==> src/rtl/alu_issue_pkg.sv <==
// Shared constants for the ALU issue front end: ALU operation codes, main-control
// op classes, R-type funct values and the issue FSM state encoding.
package alu_issue_pkg;

  localparam logic [3:0] ALU_AND     = 4'b0000;
  localparam logic [3:0] ALU_SQU     = 4'b0001;
  localparam logic [3:0] ALU_NOR     = 4'b0010;
  localparam logic [3:0] ALU_ADD     = 4'b0011;
  localparam logic [3:0] ALU_SUB     = 4'b0110;
  localparam logic [3:0] ALU_MOV     = 4'b1111;
  localparam logic [3:0] ALU_ILLEGAL = 4'b1110;

  localparam logic [2:0] OP_ADD   = 3'b000;
  localparam logic [2:0] OP_SUB   = 3'b001;
  localparam logic [2:0] OP_RTYPE = 3'b010;
  localparam logic [2:0] OP_AND   = 3'b011;
  localparam logic [2:0] OP_NOR   = 3'b100;

  localparam logic [5:0] FN_ADD = 6'h20;
  localparam logic [5:0] FN_SUB = 6'h22;
  localparam logic [5:0] FN_AND = 6'h24;
  localparam logic [5:0] FN_NOR = 6'h27;
  localparam logic [5:0] FN_SQU = 6'h18;
  localparam logic [5:0] FN_MOV = 6'h2A;

  typedef enum logic [1:0] {
    ST_IDLE = 2'd0,
    ST_EXEC = 2'd1,
    ST_RESP = 2'd2,
    ST_MULT = 2'd3
  } state_t;

endpackage

==> src/rtl/alu_ctrl_decode.sv <==
// Combinational ALU control: main-control op class plus funct field to the 4-bit
// ALU operation code, with an illegal flag for anything that does not decode.
module alu_ctrl_decode
  import alu_issue_pkg::*;
(
  input  logic [2:0] alu_op,
  input  logic [5:0] funct,
  output logic [3:0] alu_operation,
  output logic       illegal
);

  // Anything that falls through the decode drives the code the ALU answers with 0.
  always_comb begin
    alu_operation = ALU_ILLEGAL;
    illegal       = 1'b1;
    case (alu_op)
      OP_ADD: begin alu_operation = ALU_ADD; illegal = 1'b0; end
      OP_SUB: begin alu_operation = ALU_SUB; illegal = 1'b0; end
      OP_AND: begin alu_operation = ALU_AND; illegal = 1'b0; end
      OP_NOR: begin alu_operation = ALU_NOR; illegal = 1'b0; end
      OP_RTYPE: begin
        case (funct)
          FN_ADD: begin alu_operation = ALU_ADD; illegal = 1'b0; end
          FN_SUB: begin alu_operation = ALU_SUB; illegal = 1'b0; end
          FN_AND: begin alu_operation = ALU_AND; illegal = 1'b0; end
          FN_NOR: begin alu_operation = ALU_NOR; illegal = 1'b0; end
          FN_SQU: begin alu_operation = ALU_SQU; illegal = 1'b0; end
          FN_MOV: begin alu_operation = ALU_MOV; illegal = 1'b0; end
          default: ;
        endcase
      end
      default: ;
    endcase
  end

endmodule

==> src/rtl/alu_issue_unit.sv <==
// Issue front end between decode and the 32-bit ALU: request/response handshakes,
// registered ALU drive and result capture. Define ALU_ISSUE_ITER_SQU_EN for the iterative squarer.
module alu_issue_unit
  import alu_issue_pkg::*;
#(
  parameter int DATA_W = 32
) (
  input  logic              clk,
  input  logic              reset,
  input  logic              req_valid,
  output logic              req_ready,
  input  logic [2:0]        alu_op,
  input  logic [5:0]        funct,
  input  logic [DATA_W-1:0] rs_data,
  input  logic [DATA_W-1:0] rt_data,
  output logic              rsp_valid,
  input  logic              rsp_ready,
  output logic [DATA_W-1:0] rsp_result,
  output logic              rsp_zero,
  output logic              rsp_illegal,
  output logic [3:0]        ALUOperation,
  output logic [DATA_W-1:0] A,
  output logic [DATA_W-1:0] B,
  input  logic [DATA_W-1:0] ALUResult,
  input  logic              Zero
);

  state_t     state, state_nxt;
  logic [3:0] dec_op;
  logic       dec_illegal;
  logic       accept;
  logic       start_mult;
  logic       illegal_q;
  state_t     start_state;

  alu_ctrl_decode u_decode (
    .alu_op       (alu_op),
    .funct        (funct),
    .alu_operation(dec_op),
    .illegal      (dec_illegal)
  );

  assign req_ready   = (state == ST_IDLE) || ((state == ST_RESP) && rsp_ready);
  assign rsp_valid   = (state == ST_RESP);
  assign accept      = req_valid && req_ready;
  assign start_state = start_mult ? ST_MULT : ST_EXEC;

`ifdef ALU_ISSUE_ITER_SQU_EN
  logic [5:0]        mult_cnt;
  logic [DATA_W-1:0] mult_acc, mult_acc_nxt;
  logic              mult_last;

  assign start_mult = (dec_op == ALU_SQU);
  assign mult_last  = (mult_cnt == 6'd31);

  // One partial product of A*A per cycle; only the low DATA_W bits are kept.
  always_comb begin
    mult_acc_nxt = mult_acc;
    if (A[mult_cnt[4:0]])
      mult_acc_nxt = mult_acc + (A << mult_cnt[4:0]);
  end

  always_ff @(posedge clk or posedge reset) begin
    if (reset) begin
      mult_cnt <= '0;
      mult_acc <= '0;
    end else if (accept) begin
      mult_cnt <= '0;
      mult_acc <= '0;
    end else if (state == ST_MULT) begin
      mult_cnt <= mult_cnt + 6'd1;
      mult_acc <= mult_acc_nxt;
    end
  end
`else
  assign start_mult = 1'b0;
`endif

  always_ff @(posedge clk or posedge reset) begin
    if (reset) state <= ST_IDLE;
    else       state <= state_nxt;
  end

  always_comb begin
    state_nxt = state;
    case (state)
      ST_IDLE: if (accept) state_nxt = start_state;
      ST_EXEC: state_nxt = ST_RESP;
      ST_RESP: if (rsp_ready) state_nxt = accept ? start_state : ST_IDLE;
`ifdef ALU_ISSUE_ITER_SQU_EN
      ST_MULT: if (mult_last) state_nxt = ST_RESP;
`else
      ST_MULT: state_nxt = ST_IDLE;
`endif
      default: state_nxt = ST_IDLE;
    endcase
  end

  // ALU drive changes only on acceptance; a squarer request leaves the op code alone.
  always_ff @(posedge clk or posedge reset) begin
    if (reset) begin
      ALUOperation <= '0;
      A            <= '0;
      B            <= '0;
      illegal_q    <= 1'b0;
      rsp_result   <= '0;
      rsp_zero     <= 1'b0;
      rsp_illegal  <= 1'b0;
    end else begin
      if (accept) begin
        A         <= rs_data;
        B         <= rt_data;
        illegal_q <= dec_illegal;
        if (!start_mult)
          ALUOperation <= dec_op;
      end
      if (state == ST_EXEC) begin
        rsp_result  <= ALUResult;
        rsp_zero    <= Zero;
        rsp_illegal <= illegal_q;
      end
`ifdef ALU_ISSUE_ITER_SQU_EN
      if ((state == ST_MULT) && mult_last) begin
        rsp_result  <= mult_acc_nxt;
        rsp_zero    <= (mult_acc_nxt == '0);
        rsp_illegal <= 1'b0;
      end
`endif
    end
  end

endmodule

==> config.mk <==
export PLATFORM = sky130hd
export DESIGN_NAME = alu_issue_unit
export DESIGN_NICKNAME = d
export VERILOG_FILES = /design/src/rtl/alu_issue_pkg.sv /design/src/rtl/alu_ctrl_decode.sv /design/src/rtl/alu_issue_unit.sv
export SDC_FILE = /design/constraint.sdc
export NUM_CORES = 1
export LEC_CHECK = 0
export ABC_CLOCK_PERIOD_IN_PS = 6070
export BUFFER_PORTS_ARGS = -buffer_cell sky130_fd_sc_hd__buf_4
export CORE_MARGIN = 10
export CORE_UTILIZATION = 35
export CTS_CLUSTER_SIZE = 28
export DETAILED_ROUTE_END_ITERATION = 7
export PLACE_DENSITY = 0.71
export SETUP_SLACK_MARGIN = 0.5
export SYNTH_ARGS = -nofsm -noshare
export SYNTH_HDL_FRONTEND = slang
export SYNTH_HIERARCHICAL = 1
export SYNTH_SLANG_ARGS = --single-unit
==> constraint.sdc <==
create_clock -name clk -period 6.07 [get_ports clk]
set_clock_uncertainty 0.05 [all_clocks]
set_input_delay 1.214 -clock clk [delete_from_list [all_inputs] [get_ports clk]]
set_output_delay 1.214 -clock clk [all_outputs]
set_load 0.03 [all_outputs]
==> flow_metrics.env <==
export IMPL_status="completed"
export IMPL_clkTransAtPathRegs_ns=0.06
export IMPL_drt_met1_wl_mm=3.82
export IMPL_grt_usage=0.129
export IMPL_grt_pass1_wl_mm=17.0
export IMPL_power_static_leakage_nw=2.92
export IMPL_yosys_area_top_type="dfrtp_1"
export IMPL_swShare=0.366
export IMPL_syn_cell_area_um2=4150
export IMPL_die_area_um2=16600
export IMPL_cts_sinks=105
export IMPL_grt_overflow=0
export IMPL_fin_hold_ws_ns=0.438
export IMPL_setup_ws_ns=3.11
export IMPL_seqPwrFrac=0.367
export IMPL_clock_path_buffers=2
export IMPL_antenna_left=0
export IMPL_cpMostUsedCell="buf_4"
export IMPL_cpLargestDelayFamily="buffers and inverters"
export IMPL_dr_max_layer_used="met4"
export IMPL_synth_area_per_cell_um2=16.3
export IMPL_antenna_found_initial=0
export IMPL_rows=39
export IMPL_drive_gt1_frac=0.706
export IMPL_synth_most_common_cell="dfrtp_1"
export IMPL_met2_wirelength_mm=5.77
export IMPL_rsz0062_at_grt="false"
export IMPL_timing_fmax_ghz=0.337
export IMPL_drc=0
export IMPL_max_vdd_ir_drop_uv=222
export IMPL_place_inst=603
export IMPL_critical_path_arrival_ns=1.70
export IMPL_die_h_um=129
export IMPL_switching_power_w=0.00102
export IMPL_path_max_fanout=2
export IMPL_max_stage_delay_ns=0.17
export IMPL_route_met3_wl_mm=1.30
export IMPL_post_route_period_util=0.488
export IMPL_diodes=0
export IMPL_ys_async_sr_fraction=1.00
export IMPL_synth_edff_count=0
export IMPL_drv_slew=0
export IMPL_relSlewSlack=0.400
export IMPL_period_needed_ns=2.96
export IMPL_dp_hpwl_mm=8.69
export IMPL_ys_types=32
export IMPL_pwr_share_comb=0.418
export IMPL_clock_latency_ns=0.33
export IMPL_drt_initial_drc_count=57
export IMPL_synth_ff_type="dfrtp_1"
export IMPL_grt_pass1_vias=3315
export IMPL_p_per_area_nw_per_um2=450
export IMPL_synth_top_cells_by_count="dfrtp_1 (105), mux2_2 (98), buf_6 (7)"
export IMPL_numCtsBuffers=9
export IMPL_cts_tree="done"
export IMPL_nFillCells=994
export IMPL_fp_dieW_um=129
export IMPL_wirelength_mm=11.1
export IMPL_ys_seq_area_frac=0.633
export IMPL_grt_max_degree=71
export IMPL_cts_htree_levels=3
export IMPL_setup_worst_path_end_class="primary output"
export IMPL_finalSetupViolCount=0
export IMPL_power_total_w=0.00278
export IMPL_wire_per_inst_um=18.0
export IMPL_start_kind="input pin"
export IMPL_pre_cts_slack_ns=3.11
export IMPL_p_int_w=0.00176
export IMPL_hold_class="flop to flop"
export IMPL_critPathSlowestCell="buf_4"
export IMPL_hold_viol=0
export IMPL_start_util=0.361
export IMPL_root_buffer="clkbuf_16"
export IMPL_cts_resized=0
export IMPL_core_um2=11500
export IMPL_postCtsHoldBufs=0
export IMPL_synth_top_cell_area_share=0.633
export IMPL_yosys_register_bits=105
export IMPL_worst_slew_pin_slew_ns=0.899
export IMPL_num_io_pins=214
export IMPL_viasPerCell=4.74
export IMPL_setup_tns_ns=0
export IMPL_stdcell_count=619
export IMPL_worstPathCellList="buf_4 -> nor2b_4 -> nor2_1 -> buf_4"
export IMPL_post_cts_buffers=0
export IMPL_drtPass1Iterations=4
export IMPL_cp_required_ns=4.81
export IMPL_path_buf_inv=2
export IMPL_synth_cells=255
export IMPL_synth_area_leaders="dfrtp_1 (63%), mux2_2 (27%), buf_6 (1.9%)"
export IMPL_maxCapViolations=0
export IMPL_syn_to_final_growth_pct=48.6
export IMPL_path_class="input pin to primary output"
export IMPL_yosys_warnings=6
export IMPL_gp_congestion=0.785
export IMPL_synth_nets=365
export IMPL_nets=581
export IMPL_vias=2933
export IMPL_portBuffers=213
export IMPL_clkPwrFrac=0.214
==> final timing paths <==
check | slack [ns] | from | to | depth (start not counted)
max | 3.11 | rsp_ready | req_ready | 4
min reg2reg | 0.44 | B[22] | B[22] | 1
min in group asynchronous | 0.90 | reset | B[31] | 2
max in group asynchronous | 3.91 | reset | rsp_result[9] | 3
min | 0.44 | B[22] | B[22] | 1
max reg2reg | 4.03 | state[1] | A[4] | 4
==> metal layers <==
layer,GRT usage,up-vias
met4,0.0555,0
met1,0.126,1446
met2,0.224,131
li1,-,1339
met5,0,-
met3,0.0682,17
==> cell type report <==
class	count	area [um^2]	share of cell area
repair buffers	216	1620	0.263
clock buffers	12	267	0.0432
well taps	143	179	0.0290
multi-input cells	135	1410	0.229
inverters	4	17.5	0.00284
flip-flops and latches	105	2630	0.426
clock inverters	4	50.0	0.00811
==> cells in the final DEF, fill, tap and decap left out, types with 2 or more instances in the layout <==
master	instances
and3_1	2
clkbuf_8	3
inv_1	3
nand2_1	2
a21oi_1	2
clkinvlp_4	2
mux2_1	5
clkbuf_16	9
nand2b_1	3
buf_4	216
mux2_2	98
dfrtp_1	105
nor2_1	2
==> through the flow <==
| stage | instance area (um^2) | util |
|---|---|---|
| CTS | 6170 | 0.536 |
| floorplan | 4150 | - |
| detailed placement | 5860 | 0.509 |
| global route | 6170 | 0.536 |
| finish | 6170 | 0.536 |
| global placement | 5860 | 0.509 |
==> state kept, by name, indices dropped and copies added, names as in the netlist <==
signal and flops:
rsp_illegal 1, state 2, illegal_q 1, rsp_result 32, rsp_zero 1, ALUOperation 4
B 32, A 32
==> power groups by stage <==
stage / combinational [W] / clock, W / sequential (W)
floorplan: 0.000280 / 0 / 0.00145
global placement: 0.00117 / 0 / 0.00102
detailed placement: 0.00119 / 0 / 0.00104
CTS: 0.00119 / 0.000622 / 0.00102
global route: 0.00123 / 0.000643 / 0.00105
finish: 0.00116 / 0.000596 / 0.00102
==> worst reg2reg max path, cell delays in order, from the launching register on <==
cell and delay [ns]:
dfrtp_1 0.39, nor2b_4 0.14, nor3b_4 0.16, buf_4 0.69, mux2_2 0.50
==> logic make-up after synthesis <==
kind of cell / count (synthesis) / synth area share
simple gates: 18 / 0.0346
compound gates: 12 / 0.0217
mux: 104 / 0.282
flops: 105 / 0.633
buf+inv: 15 / 0.0274
xor+xnor: 1 / 0.00211
Power figures use the tool's default switching activity.
